`src/rtl/neander_core_param.sv`:
```
// Parametrised Neander accumulator core with an external req/ready memory port.
// The multi-cycle controller is a single FSM, and the datapath registers are updated only on handshake completion.
module neander_core_param #(
    parameter int DATA_WIDTH = 8,
    parameter int ADDR_WIDTH = 8
) (
    input  logic                  clk_geral,
    input  logic                  reset_geral,
    input  logic                  run,
    output logic                  mem_req,
    output logic                  mem_we,
    output logic [ADDR_WIDTH-1:0] mem_addr,
    output logic [DATA_WIDTH-1:0] mem_wdata,
    input  logic [DATA_WIDTH-1:0] mem_rdata,
    input  logic                  mem_ready,
    output logic [ADDR_WIDTH-1:0] data_out_geral,
    output logic [3:0]            regRi_out,
    output logic [DATA_WIDTH-1:0] ac_out,
    output logic [1:0]            nz_out,
    output logic                  halted
);

    // state    | meaning
    // S_FETCH  | read instruction at PC, latch opcode, PC+1
    // S_DECODE | one idle cycle: NOT/HLT/NOP/skipped branch resolve here
    // S_OPER   | read operand word at PC (branch target or data address)
    // S_EXEC   | access data at REM (read for ALU ops, write for STA)
    // S_HALT   | no requests; wait for a run pulse
    typedef enum logic [2:0] {S_FETCH, S_DECODE, S_OPER, S_EXEC, S_HALT} state_t;

    localparam logic [3:0] OP_STA = 4'h1;
    localparam logic [3:0] OP_LDA = 4'h2;
    localparam logic [3:0] OP_ADD = 4'h3;
    localparam logic [3:0] OP_OR  = 4'h4;
    localparam logic [3:0] OP_AND = 4'h5;
    localparam logic [3:0] OP_NOT = 4'h6;
    localparam logic [3:0] OP_SUB = 4'h7;
    localparam logic [3:0] OP_JMP = 4'h8;
    localparam logic [3:0] OP_JN  = 4'h9;
    localparam logic [3:0] OP_JZ  = 4'hA;
    localparam logic [3:0] OP_HLT = 4'hF;

    state_t                r_state;
    logic [ADDR_WIDTH-1:0] r_pc;
    logic [ADDR_WIDTH-1:0] r_rem;
    logic [DATA_WIDTH-1:0] r_ac;
    logic [3:0]            r_ri;
    logic                  r_n;
    logic                  r_z;
    logic                  r_halted;

    logic                  w_done;
    logic                  w_taken;
    logic [ADDR_WIDTH-1:0] w_pc_inc;
    logic [ADDR_WIDTH-1:0] w_operand;
    logic [DATA_WIDTH-1:0] w_alu;
    logic [DATA_WIDTH-1:0] w_not;

    assign w_done    = mem_req & mem_ready;
    assign w_pc_inc  = r_pc + ADDR_WIDTH'(1);
    assign w_operand = mem_rdata[ADDR_WIDTH-1:0];
    assign w_not     = ~r_ac;
    assign w_taken   = (r_ri == OP_JMP) | ((r_ri == OP_JN) & r_n) | ((r_ri == OP_JZ) & r_z);

    // Only the opcode nibble of RI is ever consumed, so only that is stored.
    always_comb begin
        w_alu = r_ac;
        case (r_ri)
            OP_LDA:  w_alu = mem_rdata;
            OP_ADD:  w_alu = r_ac + mem_rdata;
            OP_SUB:  w_alu = r_ac - mem_rdata;
            OP_OR:   w_alu = r_ac | mem_rdata;
            OP_AND:  w_alu = r_ac & mem_rdata;
            default: w_alu = r_ac;
        endcase
    end

    always_comb begin
        mem_req  = 1'b0;
        mem_we   = 1'b0;
        mem_addr = (r_state == S_EXEC) ? r_rem : r_pc;
        if (!reset_geral) begin
            case (r_state)
                S_FETCH, S_OPER: mem_req = 1'b1;
                S_EXEC: begin
                    mem_req = 1'b1;
                    mem_we  = (r_ri == OP_STA);
                end
                default: mem_req = 1'b0;
            endcase
        end
    end

    assign mem_wdata      = r_ac;
    assign data_out_geral = r_pc;
    assign regRi_out      = r_ri;
    assign ac_out         = r_ac;
    assign nz_out         = {r_n, r_z};
    assign halted         = r_halted;

    always_ff @(posedge clk_geral) begin
        if (reset_geral) begin
            r_state  <= S_FETCH;
            r_pc     <= '0;
            r_rem    <= '0;
            r_ac     <= '0;
            r_ri     <= '0;
            r_n      <= 1'b0;
            r_z      <= 1'b1;
            r_halted <= 1'b0;
        end else begin
            case (r_state)
                S_FETCH: begin
                    if (w_done) begin
                        r_ri    <= mem_rdata[DATA_WIDTH-1:DATA_WIDTH-4];
                        r_pc    <= w_pc_inc;
                        r_state <= S_DECODE;
                    end
                end
                S_DECODE: begin
                    case (r_ri)
                        OP_NOT: begin
                            r_ac    <= w_not;
                            r_n     <= w_not[DATA_WIDTH-1];
                            r_z     <= (w_not == '0);
                            r_state <= S_FETCH;
                        end
                        OP_HLT: begin
                            r_halted <= 1'b1;
                            r_state  <= S_HALT;
                        end
                        OP_JN, OP_JZ: begin
                            if (w_taken) begin
                                r_state <= S_OPER;
                            end else begin
                                r_pc    <= w_pc_inc;
                                r_state <= S_FETCH;
                            end
                        end
                        OP_STA, OP_LDA, OP_ADD, OP_OR, OP_AND, OP_SUB, OP_JMP:
                            r_state <= S_OPER;
                        default: r_state <= S_FETCH;
                    endcase
                end
                S_OPER: begin
                    if (w_done) begin
                        if (w_taken) begin
                            r_pc    <= w_operand;
                            r_state <= S_FETCH;
                        end else begin
                            r_rem   <= w_operand;
                            r_pc    <= w_pc_inc;
                            r_state <= S_EXEC;
                        end
                    end
                end
                S_EXEC: begin
                    if (w_done) begin
                        if (r_ri != OP_STA) begin
                            r_ac <= w_alu;
                            r_n  <= w_alu[DATA_WIDTH-1];
                            r_z  <= (w_alu == '0);
                        end
                        r_state <= S_FETCH;
                    end
                end
                S_HALT: begin
                    if (run) begin
                        r_halted <= 1'b0;
                        r_state  <= S_FETCH;
                    end
                end
                default: r_state <= S_FETCH;
            endcase
        end
    end

endmodule

```
`config.mk`:
```
export PLATFORM = sky130hd
export DESIGN_NAME = neander_core_param
export DESIGN_NICKNAME = d
export VERILOG_FILES = /design/src/rtl/neander_core_param.sv
export SDC_FILE = /design/constraint.sdc
export NUM_CORES = 1
export LEC_CHECK = 0
export BUFFER_PORTS_ARGS = -buffer_cell sky130_fd_sc_hd__buf_4
export CAP_MARGIN = 20
export CELL_PAD_IN_SITES_DETAIL_PLACEMENT = 1
export CELL_PAD_IN_SITES_GLOBAL_PLACEMENT = 1
export CORE_AREA = 2 2 114 89
export CTS_CLUSTER_DIAMETER = 150
export DETAILED_ROUTE_END_ITERATION = 10
export DIE_AREA = 0 0 116 91
export PLACE_DENSITY = 0.64
export SLEW_MARGIN = 25
export SYNTH_ARGS = -nofsm -noshare
export SYNTH_HDL_FRONTEND = slang
export SYNTH_SLANG_ARGS = --single-unit
```
`constraint.sdc`:
```
create_clock -name clk_geral -period 9.5 [get_ports clk_geral]
set_clock_uncertainty 0.1 [all_clocks]
set_input_delay 0.475 -clock clk_geral [delete_from_list [all_inputs] [get_ports clk_geral]]
set_output_delay 0.475 -clock clk_geral [all_outputs]
set_load 0.005 [all_outputs]
```
==> impl_results.md, run 1 <==
* DR vias/cell at 5.28
* Commonest non-fill, non-tap cell in the layout: buf_4
* Die area at 10600 um2
* Cell taking the most area after synthesis: dfxtp_1
* Fin cells at 531
* CP max stage cell: dfxtp_1
* Die Y at 91 um
* CTS Buf Count at 5
* Vias at 2805
* Post-cts sizing count at 0
* Syn. warnings at 0
* Post-synthesis sequential area ratio at 0.239
* Slew Viols, Final at 0
* RSZ-0062 raised after global routing: no
* Clock buffer depth at 2
* Critical path required time at 9.59 ns
* Final Hold Viols at 0
* Worst-path fanout max at 22
* Post-Syn Nets at 397
* Hold buffers post-CTS at 0
* Synth top area share at 0.239
* Vias in the first global route at 2805
* Hold Path End: halted
* PnR Total Power at 381 uW
* Nets at 422
* Lkg Pwr at 1.35 nW
* Initial DRC count at 150
* Global-route wire length before repair at 15100 um
* Fin util at 0.351
* Critical R2R Launch: regRi_out[1]
* Initial Util at 0.294
* Worst-path cell chain: nand2_1 -> nor2_1 -> nand2_1 -> a21o_1 -> fa_1 -> xor2_1 -> o21ai_1 -> a221o_1 -> or3_1 -> or4_1 -> o41ai_2
* Hold Crit Class: reg -> reg
* Boundary pin count at 53
* Final Critical Period at 3.75 ns
* Worst Setup Path Type: reg -> reg
* CP endpoint kind: flop
* CTS tree: built
* Root Driver: clkbuf_16
* Post-synth top flop: dfxtp_1
* Drt pass-1 iters at 4
* Setup TNS at 0 ns
* Antenna violations before repair at 0
* Die width at 116 um
* Setup WS pre-CTS at 5.79 ns
* Reg2Reg Depth at 11
* Cell mode on critical path: nand2_1
* Total Routing Usage GR at 0.183
* Clock sinks at 33
* Core area at 9390 um2
* Hpwl dp at 7000 um
* Hold Crit Depth at 2
* Power per cell area at 116 nW/um2
* Crit share post-route at 0.395
* Routed WL at 9410 um
* Antenna-violating nets left at 0
* Setup Fix Bufs, Post-CTS at 0
* Clk_lat worst skew at 0.28 ns
* Number of port buffers at 52
* Routed WL per cell at 17.7 um
* Layout cells sized above 1 at 0.190
* Setup slack after layout at 5.75 ns
* Max-cap violations at 0
* Reg2reg end: r_z
* Worst vdd ir at 0.0000492 V
* F_max at 0.266 GHz
* Synthesized area at 2760 um2
* Worst-path clk slew at 0.06 ns
* Largest stage delay, worst path at 0.79 ns
* Placed instance count at 523
* Synth Register Bits at 33
* Mapped Cells at 373
* Max transition margin at 0.454
* Reg2reg setup slack at 5.75 ns
* Final setup violation count at 0
* P&R area growth vs syn at 19.2%
* Syn Area/Cell at 7.40 um2
* Worst-margin pin slew at 0.813 ns
* Hold Path Origin: halted
* Largest net degree at the start of global routing at 38
* Asr flop ratio synth at 0
* N_diodes at 0
* Filler cells at 1186
* Drt drc at 0
* Core Rows at 31
* EDFF count, synth at 0
* Area contributors post-synth: dfxtp_1, nand2_1, nor2_1
* Worst EP arrival at 3.85 ns
* Gpl congestion at 0.864
* CTS HTree Levels at 2
* Startpoint class of the critical path: flop
* Grt ovf at 0
* Run status: finished clean
* Yosys cell types at 62
* Most frequent cells in the layout: buf_4, nand2_1, nor2_1, dfxtp_1, a21oi_1
## through the flow
| step | hold WS (ns) | instance area, um2 |
|---|---|---|
| finish | 0.357 | 3290 |
| global route | 0.392 | 3290 |
| CTS | 0.368 | 3290 |
| detailed placement | 0.361 | 3130 |
| global placement | 0.346 | 3130 |
| floorplan | 0.353 | 2760 |
## worst max-delay path, delay by kind of cell, from the launching register on
family / cells / cell delay (ns)
and+or+nand+nor: 5 / 1.32
AOI/OAI and AO/OA: 4 / 0.84
adders and majority gates: 1 / 0.44
DFF: 1 / 0.79
xor gates and xnor gates: 1 / 0.15
## worst max-delay path by stage
stage	cells after the start	to	startpoint	slack (ns)
floorplan	13	r_z	regRi_out[3]	6.17
global route	11	r_z	regRi_out[1]	5.51
global placement	11	r_z	regRi_out[1]	5.97
finish	11	r_z	regRi_out[1]	5.75
CTS	11	r_z	regRi_out[1]	5.76
detailed placement	11	r_z	regRi_out[1]	5.79
## cell usage after synthesis (6+ instances only)
library cell / number
ha_1: 11
dfxtp_1: 33
buf_4: 13
and3_1: 7
o21a_1: 6
buf_2: 6
nor2_1: 43
nand2b_1: 6
nor2b_1: 8
nand2_1: 48
mux2i_1: 16
o21ai_0: 21
nor3_1: 14
a21oi_1: 23
inv_1: 12
clkbuf_1: 14
## power breakdown
part,switching [mW],internal (mW)
Sequential,0.00719,0.141
Combinational,0.0340,0.0244
Clock,0.0633,0.111
## layer usage
layer  wire length (um)  up-vias  global-route usage
li1                   -     1367                   -
met3                458       10              0.0381
met2               4130       73               0.277
met4                 72        0              0.0357
met1               4750     1355               0.266
met5                  0        -                   0
## area by class of cell
type | instances | area, um2 | share of cell area
clock inverters | 1 | 5.00 | 0.00152
inverters | 13 | 48.8 | 0.0148
multi-input cells | 292 | 1860 | 0.565
clock buffers | 7 | 153 | 0.0464
well taps | 132 | 165 | 0.0502
repair buffers | 53 | 398 | 0.121
flip-flops and latches | 33 | 661 | 0.201
## logic make-up (layout without fill, tap and decap cells)
| group | Yosys count | after routing | share of synthesized area |
|---|---|---|---|
| AND/OR/NAND/NOR | 159 | 159 | 0.288 |
| AO/OA/AOI/OAI | 92 | 92 | 0.222 |
| buffers and inverters | 48 | 74 | 0.0884 |
| flip-flops | 33 | 33 | 0.239 |
| multiplexers | 20 | 20 | 0.0743 |
| adder cells (fa/ha/maj) | 12 | 12 | 0.0571 |
| XOR/XNOR | 9 | 9 | 0.0313 |
## state kept, by name, indices dropped and copies added (netlist names)
| name | count |
|---|---|
| data_out_geral | 8 |
| r_rem | 8 |
| ac_out | 7 |
| regRi_out | 4 |
| r_state | 3 |
| halted | 1 |
| r_n | 1 |
| r_z | 1 |
Power figures use the tool's default switching activity.
==> inputs of run 2 (changes only) <==
Settings changed: ABC_AREA set to 1, PLACE_DENSITY 0.64 to 0.69.
Clock period 9.5 ns to 3.03 ns, I/O delays scaled along.
==> run 2 against run 1 <==
  * First-iteration DRC count up 43%
  * Sequential power rose to 3.3 times the previous value
  * Clock power rose to 3.6 times the previous value
  * Hold slack worse by 0.28 ns
  * Critical path type unchanged
  * Largest cell class unchanged
  * Largest power group unchanged
  * Highest routed layer unchanged
==> impl_results.md, run 2 <==
* Final setup violation count at 0
* Reg2reg setup slack at 0.29 ns
* Critical R2R Launch: regRi_out[1]
* Critical path required time at 3.11 ns
* Hold buffers post-CTS at 0
* CP Buf/Inv Count at 2
* Cell taking the most area after synthesis: dfxtp_1
* Global-route wire length before repair at 16300 um
* Worst-margin pin slew at 0.628 ns
* Lkg Pwr at 1.59 nW
* Most common cell in the synthesized netlist: nand2_1
* Layout cells sized above 1 at 0.173
* Filler cells at 1240
* Antenna violations before repair at 0
* Synth top area share at 0.239
* Commonest non-fill, non-tap cell in the layout: nand2_1
* Power per cell area at 438 nW/um2
* CTS HTree Levels at 2
* Vias in the first global route at 3009
* Crit share post-route at 0.905
* Vias at 3072
* Initial Util at 0.294
* Boundary pin count at 53
* Grt ovf at 0
* Clk_lat worst skew at 0.28 ns
* EDFF count, synth at 0
* Syn. warnings at 0
* Cell mode on critical path: nand2_1
* Die area at 10600 um2
* Antenna-violating nets left at 0
* Clock buffer depth at 2
* DR vias/cell at 4.94
* Slew Viols, Final at 0
* Post-synthesis sequential area ratio at 0.239
* Hold Path Origin: run
* Mapped Cells at 447
* RSZ-0062 raised after global routing: no
* Core Rows at 31
* Root Driver: clkbuf_16
* Total Routing Usage GR at 0.197
* Worst Setup Path Type: reg -> reg
* Max-cap violations at 0
* Number of port buffers at 52
* CP max stage cell: dfxtp_2
* Worst-path cell chain: nand2_1 -> inv_1 -> nand2_2 -> nand2_1 -> xor2_1 -> ha_1 -> a21oi_1 -> nand2_1 -> a21oi_2 -> inv_1 -> nand2_1 -> nand3_1 -> nand2_1 -> nand2_1 -> nand3_1 -> nand2_1 -> nand2_1 -> nand2_1
* Post-Syn Nets at 471
* Nets at 513
* N_diodes at 0
* Clock sinks at 33
* Routed WL at 9940 um
* Gpl congestion at 0.821
* Commonest cells in the synthesized netlist: nand2_1, inv_1, a21oi_1, o21ai_0, nor2_1
* Hpwl dp at 7750 um
* Yosys cell types at 37
* Synthesized area at 2760 um2
* Drt pass-1 iters at 4
* Worst-path fanout max at 8
* Routed WL per cell at 16.0 um
* Die Y at 91 um
* CTS tree: built
* Largest net degree at the start of global routing at 19
* Worst-path clk slew at 0.06 ns
* Syn Area/Cell at 6.17 um2
* Max transition margin at 0.580
* Worst EP arrival at 2.82 ns
* Drt drc at 0
* Core area at 9390 um2
* Crit-path leading delay family: simple AND/OR/NAND/NOR gates
* Final Hold Viols at 0
* Initial DRC count at 215
* Startpoint class of the critical path: flop
* Asr flop ratio synth at 0
* Setup TNS at 0 ns
* Worst vdd ir at 0.000181 V
* Most frequent cells in the layout: nand2_1, buf_4, inv_1, a21oi_1
* F_max at 0.365 GHz
* Area contributors post-synth: dfxtp_1, nand2_1, inv_1
* Setup Fix Bufs, Post-CTS at 0
* Fin util at 0.359
* Hold Crit Class: in -> reg
* Largest stage delay, worst path at 0.39 ns
* Post-synth top flop: dfxtp_1
* Run status: finished clean
* Final Critical Period at 2.74 ns
* Synth Register Bits at 33
* Die width at 116 um
* CTS Buf Count at 5
* Setup crit start: regRi_out[1]
* P&R area growth vs syn at 22.1%
* CP endpoint kind: flop
[run 2: cell types whose count changed in the layout (fill, tap and decap cells not counted), sizes merged, moves of 9 or more]
cell and delta:
o21ai +22, nand2 +69, inv +47, nor3 -9
mux2i -16, nand3 +28, a21oi +18
[run 2: area by class of cell]
class,count,area [um2],share of cell area
clock buffers,7,143,0.0423
clock inverters,1,30.0,0.00891
inverters,60,225,0.0668
multi-input cells,331,1710,0.506
flip-flops and latches,33,664,0.197
well taps,132,165,0.0490
repair buffers,58,435,0.129
[run 2: through the flow]
step / total power, mW / instance area [um2] / setup WS (ns) / hold WS [ns] / instances
after floorplan: 0.721 / 2760 / 0.592 / 0.200 / 447
after global placement: 0.856 / 3190 / 0.318 / 0.336 / 614
after detailed placement: 0.863 / 3190 / 0.218 / 0.349 / 614
after CTS: 1.48 / 3360 / 0.205 / 0.0778 / 622
after global routing: 1.56 / 3370 / 0.0208 / 0.0909 / 622
final: 1.48 / 3370 / 0.289 / 0.0797 / 622
[run 2: logic make-up (layout without fill, tap and decap cells)]
family / Yosys count / after routing / share of synthesized area
AND/OR/NAND/NOR: 209 / 209 / 0.334
AO/OA/AOI/OAI: 102 / 102 / 0.200
XOR/XNOR: 8 / 8 / 0.0254
buffers and inverters: 83 / 126 / 0.143
adder cells (fa/ha/maj): 12 / 12 / 0.0571
flip-flops: 33 / 33 / 0.239
[run 2: per-layer routing]
metal / part of all wire / vias up / routed length [um] / track usage
li1: - / 1534 / - / -
met1: 0.54 / 1476 / 5340 / 0.308
met2: 0.42 / 58 / 4150 / 0.281
met3: 0.040 / 4 / 402 / 0.0327
met4: 0.0045 / 0 / 45 / 0.0387
met5: 0 / - / 0 / 0
[run 2: report_power, final]
part	switching [mW]	leakage, nW	internal, mW
registers	0.0382	0.269	0.457
logic	0.224	1.24	0.139
clock network	0.207	0.0841	0.411
total	0.469	1.59	1.01
[run 2: worst register-to-register path: cells and delay by family, from the launching register on]
| kind | cells | cell delay, ns |
|---|---|---|
| AO/OA/AOI/OAI | 2 | 0.36 |
| AND/OR/NAND/NOR | 12 | 1.10 |
| XOR/XNOR | 1 | 0.20 |
| flip-flops | 1 | 0.39 |
| buffers and inverters | 2 | 0.20 |
| adder cells (fa/ha/maj) | 1 | 0.32 |
[run 2: what timing repair did]
item / 4_1_cts / 5_1_grt
gates resized for setup: 0 / 5
endpoints found under the setup margin: 0 / 3
hold endpoints to repair: 0 / 0
[run 2: worst paths after layout]
| kind | to | depth (start not counted) |
|---|---|---|
| setup / recovery | r_z | 18 |
| hold / removal | r_state[2] | 4 |
| setup reg to reg | r_z | 18 |
| hold reg to reg | r_rem[7] | 2 |
==> inputs of run 3 (changes only) <==
Settings changed: CORE_AREA 2 2 114 89 to 2 2 106 82, DIE_AREA 0 0 116 91 to 0 0 108 84, PLACE_DENSITY 0.69 to 0.78.
==> run 3 against run 2 <==
  * Non-clock buffer count unchanged
  * Power down 19%
  * Via count rose by 1.1%
  * Hold slack got worse by 0.0071 ns
  * Register-to-register slack hardly changed
  * Critical endpoint unchanged
  * Maximum frequency is essentially flat
  * Sequential power about the same
  * First-iteration DRC count up 10%
  * Worst setup slack worse by 0.0027 ns
==> impl_results.md, run 3 (synthesized netlist as in run 2, its figures left out) <==
* Largest stage delay, worst path at 0.52 ns
* Hold Crit Class: in -> reg
* RSZ-0062 raised after global routing: no
* Worst-path fanout max at 8
* Power per cell area at 369 nW/um2
* Max-cap violations at 0
* DR vias/cell at 5.19
* Reg2Reg Depth at 17
* Worst-path cell chain: nor2_4 -> buf_4 -> a21oi_1 -> xor2_1 -> ha_1 -> nand2_1 -> nand2_1 -> o21bai_1 -> nor2_1 -> nor2_1 -> nor2_1 -> nand2_1 -> nor2_1 -> nand3_1 -> nand2_1 -> nand2_1 -> nand2_1
* Nets at 513
* Commonest non-fill, non-tap cell in the layout: nand2_1
* Vias at 3106
* Most frequent cells in the layout: nand2_1, buf_4, inv_1, a21oi_1
* Max transition margin at 0.572
* Final setup violation count at 0
* Final Hold Viols at 0
* CTS tree: built
* Number of port buffers at 52
* Worst vdd ir at 0.000178 V
* Root Driver: clkbuf_8
* N_diodes at 0
* Vias in the first global route at 3025
* Die width at 108 um
* Setup Fix Bufs, Post-CTS at 0
* Worst-margin pin slew at 0.640 ns
* Worst EP arrival at 2.88 ns
* Hpwl dp at 7760 um
* Clk_lat worst skew at 0.29 ns
* Drt pass-1 iters at 4
* Worst-path clk slew at 0.07 ns
* Boundary pin count at 53
* Worst Setup Path Type: reg -> reg
* Startpoint class of the critical path: flop
* Filler cells at 1143
* CP max stage cell: dfxtp_1
* Slew Viols, Final at 0
* Antenna violations before repair at 0
* Die Y at 84 um
* Global-route wire length before repair at 16100 um
* P&R area growth vs syn at 17.8%
* Layout cells sized above 1 at 0.173
* Antenna-violating nets left at 0
* Cell mode on critical path: nand2_1
* Post-cts sizing count at 0
* Hold buffers post-CTS at 0
* Setup TNS at 0 ns
* CP endpoint kind: flop
* Initial DRC count at 237
* F_max at 0.364 GHz
* Core Rows at 29
* Gpl congestion at 0.876
* Lkg Pwr at 1.55 nW
* CTS HTree Levels at 2
* Die area at 9070 um2
* Clock buffer depth at 2
* Final Critical Period at 2.74 ns
* Crit share post-route at 0.905
* Clock sinks at 33
* Drt drc at 0
* Initial Util at 0.338
* Critical path required time at 3.16 ns
* Core area at 8160 um2
* PnR Total Power at 1.20 mW
* Largest net degree at the start of global routing at 19
* Routed WL per cell at 16.6 um
* Hold Crit Depth at 4
* Routed WL at 9900 um
* Run status: finished clean
* Total Routing Usage GR at 0.227
* CTS Buf Count at 5
* Grt ovf at 0
[run 3: changes by cell type in the layout (fill, tap and decap cells not counted), sizes merged]
cell	before	now
clkinv	0	2
bufinv	1	0
clkbuf	7	6
[run 3: per-layer routing]
metal | share of wire | global-route usage | vias to the layer above
met5 | 0 | 0 | -
met4 | 0.0029 | 0.0326 | 0
met3 | 0.063 | 0.0390 | 2
met2 | 0.44 | 0.339 | 72
met1 | 0.50 | 0.344 | 1496
li1 | - | - | 1536
[run 3: path summary, 6_finish.rpt]
path	startpoint	slack, ns	endpoint
setup reg to reg	regRi_out[3]	0.29	r_z
hold / removal	run	0.07	r_state[2]
hold reg to reg	r_rem[4]	0.35	r_rem[4]
setup / recovery	regRi_out[3]	0.29	r_z
[run 3: layout make-up]
type                            count  area, um2  share of cell area
Clock buffer                        6       72.6              0.0223
Inverter                           60        225              0.0693
Tap cell                          108        135              0.0416
Multi-Input combinational cell    331       1710               0.525
Sequential cell                    33        664               0.204
Timing Repair Buffer               58        435               0.134
Clock inverter                      2       10.0             0.00308
[run 3: power breakdown]
group          internal, mW  switching, mW
Clock                 0.159          0.177
Sequential            0.457         0.0413
Combinational         0.139          0.224
[run 3: per-stage QoR]
| stage | worst slack, ns | instance area (um2) | hold WS [ns] | utilization | std cells |
|---|---|---|---|---|---|
| after floorplan | 0.592 | 2760 | 0.200 | - | 447 |
| after global placement | 0.352 | 3160 | 0.336 | 0.387 | 590 |
| after detailed placement | 0.250 | 3160 | 0.346 | 0.387 | 590 |
| after CTS | 0.268 | 3240 | 0.0665 | 0.397 | 598 |
| after global routing | 0.00832 | 3250 | 0.0914 | 0.398 | 598 |
| final | 0.286 | 3250 | 0.0726 | 0.398 | 598 |
[run 3: critical path, delay by kind of cell, from the launching register on]
kind | cells | cell delay (ns)
AND/OR/NAND/NOR | 12 | 0.95
adder cells (fa/ha/maj) | 1 | 0.33
AO/OA/AOI/OAI | 2 | 0.38
flip-flops | 1 | 0.52
XOR/XNOR | 1 | 0.24
buffers and inverters | 1 | 0.17
